$ cat config.mk
export PLATFORM = sky130hd
export DESIGN_NAME = cus43_tile_pixel_gen_flat
export DESIGN_NICKNAME = d
export VERILOG_FILES = /design/src/rtl/cus43_tile_pixel_gen_pkg.sv /design/src/rtl/cus43_tile_pixel_gen_if.sv /design/src/rtl/cus43_tile_pixel_gen_layer_shifter.sv /design/src/rtl/cus43_tile_pixel_gen.sv /design/src/flat_wrapper.sv
export SDC_FILE = /design/constraint.sdc
export NUM_CORES = 1
export LEC_CHECK = 0
export ABC_CLOCK_PERIOD_IN_PS = 2200
export CORE_MARGIN = 2
export CORE_UTILIZATION = 45
export CTS_BUF_LIST = sky130_fd_sc_hd__clkbuf_4 sky130_fd_sc_hd__clkbuf_8 sky130_fd_sc_hd__clkbuf_16
export DETAILED_ROUTE_END_ITERATION = 16
export GPL_ROUTABILITY_DRIVEN = 0
export GPL_TIMING_DRIVEN = 0
export PLACE_DENSITY = 0.68
export SYNTH_ARGS = -nofsm -noshare
export SYNTH_HDL_FRONTEND = slang
export SYNTH_HIERARCHICAL = 1
export SYNTH_SLANG_ARGS = --single-unit
$ cat constraint.sdc
create_clock -name i_clk -period 2.2 [get_ports i_clk]
set_input_delay 0.22 -clock i_clk [delete_from_list [all_inputs] [get_ports i_clk]]
set_output_delay 0.22 -clock i_clk [all_outputs]
set_load 0.01 [all_outputs]
$ cat src/rtl/cus43_tile_pixel_gen_pkg.sv
// Shared constants, the per-layer pixel type and the ROM plane unpacker
// used by the CUS43 tile pixel generator.
package cus43_pkg;

  localparam int PIX_W      = 3;
  localparam int PIX_PER_LD = 4;
  localparam int ATTR_W     = 6;
  localparam int CNT_W      = 3;
  localparam logic [PIX_W-1:0] TRANSP = 3'd7;

  typedef struct packed {
    logic [ATTR_W-1:0] attr;
    logic [PIX_W-1:0]  pix;
    logic              opaque;
  } layer_pix_t;

  typedef logic [PIX_PER_LD-1:0][PIX_W-1:0] pix_row_t;

  // Pixel k of a load: bit2 from GDP, bits 1:0 from the two GD nibbles.
  function automatic logic [PIX_W-1:0] unpack_pix(input logic [7:0] gd,
                                                  input logic [3:0] gdp,
                                                  input logic [1:0] k);
    unpack_pix = {gdp[2'd3 - k], gd[3'd7 - {1'b0, k}], gd[{1'b0, 2'd3 - k}]};
  endfunction

endpackage

$ cat src/rtl/cus43_tile_pixel_gen_if.sv
// Load bus from the CUS42 address generator plus the CPU register port.
// master = driver side (address generator / CPU), slave = pixel generator.
interface cus43_tile_pixel_gen_if;
  import cus43_pkg::*;

  logic              ha2;
  logic              hb2;
  logic [7:0]        gd;
  logic [3:0]        gdp;
  logic [ATTR_W-1:0] attr;
  logic              flip;
  logic              nlatch;
  logic [2:0]        ca;
  logic [7:0]        cd;

  modport master (output ha2, hb2, gd, gdp, attr, flip, nlatch, ca, cd);
  modport slave  (input  ha2, hb2, gd, gdp, attr, flip, nlatch, ca, cd);

endinterface

$ cat src/rtl/cus43_tile_pixel_gen_layer_shifter.sv
// One scroll layer: 4-pixel shift register, 1-entry hold buffer, sticky underrun.
// Optional CUS43_FLIP_EN reverses pixel order of a load when FLIP is high at capture.
module cus43_layer_shifter
  import cus43_pkg::*;
(
  input  logic              i_clk,
  input  logic              i_rst_n,
  input  logic              i_load,
  input  logic [7:0]        i_gd,
  input  logic [3:0]        i_gdp,
  input  logic [ATTR_W-1:0] i_attr,
  input  logic              i_flip,
  output layer_pix_t        o_pix,
  output logic              o_underrun
);

  pix_row_t          r_sr;
  pix_row_t          r_hold;
  pix_row_t          w_row;
  logic [ATTR_W-1:0] r_sr_attr;
  logic [ATTR_W-1:0] r_hold_attr;
  logic [CNT_W-1:0]  r_count;
  logic              r_hold_vld;
  logic              r_loaded;
  logic              r_underrun;
  logic              w_last;
  logic              w_xfer;
  logic              w_starved;

`ifdef CUS43_FLIP_EN
  always_comb begin
    w_row = '0;
    for (int k = 0; k < PIX_PER_LD; k++) begin
      if (i_flip) w_row[k] = unpack_pix(i_gd, i_gdp, 2'(PIX_PER_LD - 1 - k));
      else        w_row[k] = unpack_pix(i_gd, i_gdp, 2'(k));
    end
  end
`else
  logic w_unused_flip;
  assign w_unused_flip = i_flip;

  always_comb begin
    w_row = '0;
    for (int k = 0; k < PIX_PER_LD; k++) begin
      w_row[k] = unpack_pix(i_gd, i_gdp, 2'(k));
    end
  end
`endif

  // count 1 means the last pixel leaves on this edge, so a refill lands without a bubble
  assign w_last    = (r_count <= CNT_W'(1));
  assign w_xfer    = w_last && r_hold_vld;
  assign w_starved = (r_count == '0) && !r_hold_vld && r_loaded;

  always_ff @(posedge i_clk or negedge i_rst_n) begin
    if (!i_rst_n) begin
      r_sr        <= '0;
      r_hold      <= '0;
      r_sr_attr   <= '0;
      r_hold_attr <= '0;
      r_count     <= '0;
      r_hold_vld  <= 1'b0;
      r_loaded    <= 1'b0;
      r_underrun  <= 1'b0;
    end else begin
      if (w_xfer) begin
        r_sr       <= r_hold;
        r_sr_attr  <= r_hold_attr;
        r_count    <= CNT_W'(PIX_PER_LD);
        r_hold_vld <= i_load;
        if (i_load) begin
          r_hold      <= w_row;
          r_hold_attr <= i_attr;
        end
      end else if (i_load && w_last) begin
        r_sr      <= w_row;
        r_sr_attr <= i_attr;
        r_count   <= CNT_W'(PIX_PER_LD);
      end else begin
        if (r_count != '0) begin
          r_sr    <= r_sr >> PIX_W;
          r_count <= r_count - CNT_W'(1);
        end
        if (i_load) begin
          r_hold      <= w_row;
          r_hold_attr <= i_attr;
          r_hold_vld  <= 1'b1;
        end
      end
      if (i_load)    r_loaded   <= 1'b1;
      if (w_starved) r_underrun <= 1'b1;
    end
  end

  always_comb begin
    o_pix.attr   = r_sr_attr;
    o_pix.pix    = TRANSP;
    o_pix.opaque = 1'b0;
    if (r_count != '0) begin
      o_pix.pix    = r_sr[0];
      o_pix.opaque = (r_sr[0] != TRANSP);
    end
  end

  assign o_underrun = r_underrun;

endmodule

$ cat src/rtl/cus43_tile_pixel_gen.sv
// CUS43 tile pixel generator: two layer shifters, CPU priority latch and
// registered priority/transparency mix. Optional feature macro: CUS43_FLIP_EN.
module cus43_tile_pixel_gen
  import cus43_pkg::*;
(
  input  logic                     i_clk,
  input  logic                     i_rst_n,
  cus43_tile_pixel_gen_if.slave    i_bus,
  output logic [ATTR_W+PIX_W-1:0]  o_dot,
  output logic [2:0]               o_dot_pri,
  output logic                     o_dot_opq,
  output logic [1:0]               o_underrun
);

  logic [1:0][2:0]          r_pri;
  logic                     r_started;
  layer_pix_t               w_l0;
  layer_pix_t               w_l1;
  layer_pix_t               w_top;
  layer_pix_t               w_oth;
  logic [2:0]               w_top_pri;
  logic [2:0]               w_oth_pri;
  logic [ATTR_W+PIX_W-1:0]  w_dot;
  logic [2:0]               w_pri;
  logic                     w_opq;
  logic                     w_und0;
  logic                     w_und1;
  logic [4:0]               w_unused_cd;

  assign w_unused_cd = {i_bus.cd[7:4], i_bus.cd[0]};

  cus43_layer_shifter u_layer0 (
    .i_clk      (i_clk),
    .i_rst_n    (i_rst_n),
    .i_load     (i_bus.ha2),
    .i_gd       (i_bus.gd),
    .i_gdp      (i_bus.gdp),
    .i_attr     (i_bus.attr),
    .i_flip     (i_bus.flip),
    .o_pix      (w_l0),
    .o_underrun (w_und0)
  );

  cus43_layer_shifter u_layer1 (
    .i_clk      (i_clk),
    .i_rst_n    (i_rst_n),
    .i_load     (i_bus.hb2),
    .i_gd       (i_bus.gd),
    .i_gdp      (i_bus.gdp),
    .i_attr     (i_bus.attr),
    .i_flip     (i_bus.flip),
    .o_pix      (w_l1),
    .o_underrun (w_und1)
  );

  always_ff @(posedge i_clk or negedge i_rst_n) begin
    if (!i_rst_n) begin
      r_pri <= '0;
    end else if (!i_bus.nlatch && i_bus.ca[1:0] == 2'b01) begin
      r_pri[i_bus.ca[2]] <= i_bus.cd[3:1];
    end
  end

  always_comb begin
    if (r_pri[0] >= r_pri[1]) begin
      w_top     = w_l0;
      w_oth     = w_l1;
      w_top_pri = r_pri[0];
      w_oth_pri = r_pri[1];
    end else begin
      w_top     = w_l1;
      w_oth     = w_l0;
      w_top_pri = r_pri[1];
      w_oth_pri = r_pri[0];
    end
    w_dot = {w_top.attr, TRANSP};
    w_pri = w_top_pri;
    w_opq = 1'b0;
    if (w_top.opaque) begin
      w_dot = {w_top.attr, w_top.pix};
      w_opq = 1'b1;
    end else if (w_oth.opaque) begin
      w_dot = {w_oth.attr, w_oth.pix};
      w_pri = w_oth_pri;
      w_opq = 1'b1;
    end
  end

  // The dot register holds its reset value until the first load after reset.
  always_ff @(posedge i_clk or negedge i_rst_n) begin
    if (!i_rst_n) begin
      r_started <= 1'b0;
      o_dot     <= '0;
      o_dot_pri <= '0;
      o_dot_opq <= 1'b0;
    end else begin
      if (i_bus.ha2 || i_bus.hb2) r_started <= 1'b1;
      if (r_started) begin
        o_dot     <= w_dot;
        o_dot_pri <= w_pri;
        o_dot_opq <= w_opq;
      end
    end
  end

  assign o_underrun = {w_und1, w_und0};

endmodule

$ cat src/flat_wrapper.sv
// flat-port wrapper written by rule: the top's interface ports become plain ports
module cus43_tile_pixel_gen_flat import cus43_pkg::*;
  (i_clk, i_rst_n, o_dot, o_dot_pri, o_dot_opq, o_underrun, i_bus_ha2, i_bus_hb2, i_bus_gd, i_bus_gdp, i_bus_attr, i_bus_flip, i_bus_nlatch, i_bus_ca, i_bus_cd);
  cus43_tile_pixel_gen_if i_bus_i ();
  input  logic i_clk;
  input  logic i_rst_n;
  output logic [ATTR_W+PIX_W-1:0] o_dot;
  output logic [2:0] o_dot_pri;
  output logic o_dot_opq;
  output logic [1:0] o_underrun;
  input wire logic [$bits(i_bus_i.ha2)-1:0] i_bus_ha2;
  input wire logic [$bits(i_bus_i.hb2)-1:0] i_bus_hb2;
  input wire logic [$bits(i_bus_i.gd)-1:0] i_bus_gd;
  input wire logic [$bits(i_bus_i.gdp)-1:0] i_bus_gdp;
  input wire logic [$bits(i_bus_i.attr)-1:0] i_bus_attr;
  input wire logic [$bits(i_bus_i.flip)-1:0] i_bus_flip;
  input wire logic [$bits(i_bus_i.nlatch)-1:0] i_bus_nlatch;
  input wire logic [$bits(i_bus_i.ca)-1:0] i_bus_ca;
  input wire logic [$bits(i_bus_i.cd)-1:0] i_bus_cd;
  assign i_bus_i.ha2 = i_bus_ha2;
  assign i_bus_i.hb2 = i_bus_hb2;
  assign i_bus_i.gd = i_bus_gd;
  assign i_bus_i.gdp = i_bus_gdp;
  assign i_bus_i.attr = i_bus_attr;
  assign i_bus_i.flip = i_bus_flip;
  assign i_bus_i.nlatch = i_bus_nlatch;
  assign i_bus_i.ca = i_bus_ca;
  assign i_bus_i.cd = i_bus_cd;
  cus43_tile_pixel_gen u_core (.i_clk(i_clk), .i_rst_n(i_rst_n), .i_bus(i_bus_i), .o_dot(o_dot), .o_dot_pri(o_dot_pri), .o_dot_opq(o_dot_opq), .o_underrun(o_underrun));
endmodule
==> flow_summary.json <==
{
  "status": "finished clean",
  "drc": 0,
  "worstSetupPathType": "flop to flop",
  "fp.dieW_um": 112,
  "syn_area_per_cell_um2": 11.4,
  "synth_edf_count": 0,
  "nNetsFinal": 581,
  "start_util": 0.462,
  "met1_usage": 0.276,
  "cap_violations": 0,
  "met3_usage": 0.0394,
  "end_kind": "flop",
  "ir_worst_vdd_v": 0.000817,
  "final-instance-count-excl-fill": 685,
  "htree_levels": 3,
  "slew_violations": 0,
  "synthesis.nets": 510,
  "cp_slowest_cell": "dfrtp_1",
  "syn-cell-area_um2": 5290,
  "arrival_ns": 2.38,
  "fin_ws_ns": 0.0668,
  "finalCritPeriodShare": 0.970,
  "critPathLaunchType": "flop",
  "async_flop_share": 1.00,
  "seq_area_frac_synth": 0.492,
  "setup_viol": 0,
  "synthAdderAreaFrac": 0.0213,
  "crit_family": "compound AO/OA/AOI/OAI gates",
  "place_ws_ns": -0.343,
  "required_ns": 2.45,
  "clk_pin_slew_ns": 0.07,
  "max_freq_mhz": 469,
  "reg2reg_from": "u_core/u_layer0/r_count[0]",
  "grt.met2_usage": 0.327,
  "die-area_um2": 12600,
  "crit_buf_inv": 4,
  "path_cells": "inv_2 -> ha_4 -> nor2b_1 -> buf_4 -> a31oi_4 -> nor3_1 -> or2_1 -> buf_6 -> o22a_2 -> buf_6 -> o211ai_1",
  "grt_max_degree": 73,
  "critical_path.max_fanout": 9,
  "slew-limit-headroom": 0.520,
  "finalClockSkew_ns": 0.0110,
  "hp-class": "input port to asynchronous set/reset pin",
  "dpl.cell_count": 653,
  "grt_pass1_wl_mm": 20.3,
  "grt_overflow": 0,
  "synth_xor_xnor_area_share": 0.00331,
  "final_cell_mix": "dfrtp_1 (104), clkdlybuf4s50_1 (42), mux2_2 (39), nand2_1 (33), buf_4 (22)",
  "synth_top_family_by_area": "compound AO/OA/AOI/OAI gates",
  "hold_violations": 0,
  "cts_root_buf": "clkbuf_16",
  "synth_compound_area_frac": 0.208,
  "drt-initial-drc-count": 293,
  "coreArea_um2": 11500,
  "die_y_um": 112,
  "clk_latency_ns": 0.35,
  "antenna_found_initial": 0,
  "area_growth_pct": 21.5,
  "slowest_delay_ns": 0.37,
  "rsz0062_at_grt": "no",
  "dp_hpwl_mm": 8.58,
  "ys_warn_count": 6,
  "clockBufferDepth": 2,
  "vias": 3941,
  "leakagePower_nw": 2.63,
  "dr.pass1.iters": 4,
  "synthFlopType": "dfrtp_1",
  "io_pins": 50,
  "ys_types": 44,
  "worst_pin_slew_ns": 0.711,
  "io_buffer_count": 43,
  "ant_nets": 0,
  "cts_tree": "built",
  "drive_gt1_frac": 0.244,
  "crit_top_cell": "buf_6",
  "clock-sinks": 104,
  "busiest_layer": "met2",
  "finalCriticalPeriod_ns": 2.13,
  "routedWlPerCell_um": 17.6,
  "grtUsageTotal": 0.200,
  "synthSimpleGateAreaFrac": 0.142,
  "muxShareOfSynthArea": 0.0830,
  "routed_wirelength_mm": 12.0,
  "pwr_density_cell_nw_per_um2": 1410,
  "n_antenna_cell": 0,
  "cts_buffers": 9,
  "ys_ff_latch": 104,
  "rows": 39,
  "crit_start": "u_core/u_layer0/r_count[0]",
  "layout_commonest_cell": "dfrtp_1",
  "vias_per_cell": 5.75,
  "grt_pass1_vias": 3938,
  "syn_inst": 466
}
==> timing repair <==
action / 4_1_cts / 5_1_grt
setup endpoints to repair: 12 / 40
endpoints found under the hold margin: 32 / 0
buffers inserted: 5 / 12
gates resized for setup: 8 / 12
pin swaps: 1 / 7
hold buffers: 1 / 0
==> synthesized netlist by cell type, types with 8 or more instances <==
cell type / number / area, um2
nor2_1: 8 / 30.0
and2_1: 11 / 68.8
inv_1: 22 / 82.6
a22oi_1: 12 / 90.1
ha_1: 9 / 113
mux2_2: 39 / 439
o221ai_1: 9 / 78.8
nand3b_1: 18 / 135
nand2b_1: 19 / 119
clkbuf_1: 24 / 90.1
o221a_2: 15 / 169
or4_1: 12 / 90.1
a211oi_1: 20 / 150
o211ai_1: 10 / 75.1
a2bb2oi_1: 18 / 158
dfrtp_1: 104 / 2600
nand2_1: 33 / 124
buf_2: 10 / 50.1
==> sequential cells by signal, indices dropped and copies added, names as in the netlist, 3 cells and up <==
| name | count |
|---|---|
| u_core/o_dot | 9 |
| u_core/o_dot_pri | 3 |
| u_core/r_pri | 6 |
| u_core/u_layer0/r_count | 3 |
| u_core/u_layer0/r_hold | 12 |
| u_core/u_layer0/r_hold_attr | 6 |
| u_core/u_layer0/r_sr | 12 |
| u_core/u_layer0/r_sr_attr | 6 |
| u_core/u_layer1/r_count | 3 |
| u_core/u_layer1/r_hold | 12 |
| u_core/u_layer1/r_hold_attr | 6 |
| u_core/u_layer1/r_sr | 12 |
| u_core/u_layer1/r_sr_attr | 6 |
==> worst paths after layout <==
path,to,slack [ns],cells after the start
min reg2reg,u_core/u_layer1/r_loaded,0.47,1
max,u_core/o_dot[4],0.07,11
max reg2reg,u_core/o_dot[4],0.07,11
max in group asynchronous,u_core/u_layer1/r_hold[10],1.10,3
min,u_core/r_pri[5],0.36,2
min in group i_clk,u_core/r_pri[4],0.47,3
==> cell families after synthesis <==
family / Yosys count
AO/OA/AOI/OAI: 125
XOR/XNOR: 2
adder cells (fa/ha/maj): 9
buffers and inverters: 61
flip-flops: 104
multiplexers: 39
AND/OR/NAND/NOR: 126
==> routing by layer <==
layer	wire length (um)	up-vias
met3	362	12
met2	5900	67
met1	5610	1975
met4	164	0
li1	-	1887
met5	0	-
==> cell type report <==
| type | instances | area [um2] |
|---|---|---|
| flip-flops and latches | 104 | 2600 |
| repair buffers | 62 | 593 |
| multi-input cells | 301 | 2460 |
| inverters | 22 | 82.6 |
| plain buffers | 37 | 196 |
| fillers | 1002 | 5030 |
| clock inverters | 5 | 63.8 |
| clock buffers | 11 | 253 |
| well taps | 143 | 179 |
==> worst register-to-register path, cell delays in order, from the launching register on <==
cell,delay [ns]
dfrtp_1,0.37
inv_2,0.07
ha_4,0.17
nor2b_1,0.12
buf_4,0.15
a31oi_4,0.21
nor3_1,0.06
or2_1,0.22
buf_6,0.14
o22a_2,0.20
buf_6,0.14
o211ai_1,0.19
==> where the power goes <==
group	switching (mW)	leakage (nW)	total, mW	internal, mW
Clock	0.712	0.152	1.66	0.953
Combinational	2.21	1.26	4.38	2.17
Sequential	0.408	1.22	3.04	2.63
Total	3.33	2.63	9.08	5.76
==> per-stage QoR <==
stage	cell area, um2	TNS (ns)	total power [mW]	util	hold slack, ns
after floorplan	5300	0	5.98	-	-0.0756
after global placement	5910	-314.18	7.01	0.515	0.452
after detailed placement	5930	-3.97	7.15	0.518	0.207
after CTS	6320	0	8.95	0.552	0.376
after global routing	6430	0	9.74	0.561	0.404
final	6430	0	9.08	0.561	0.363
No activity file was read; power rests on OpenSTA's default activity.
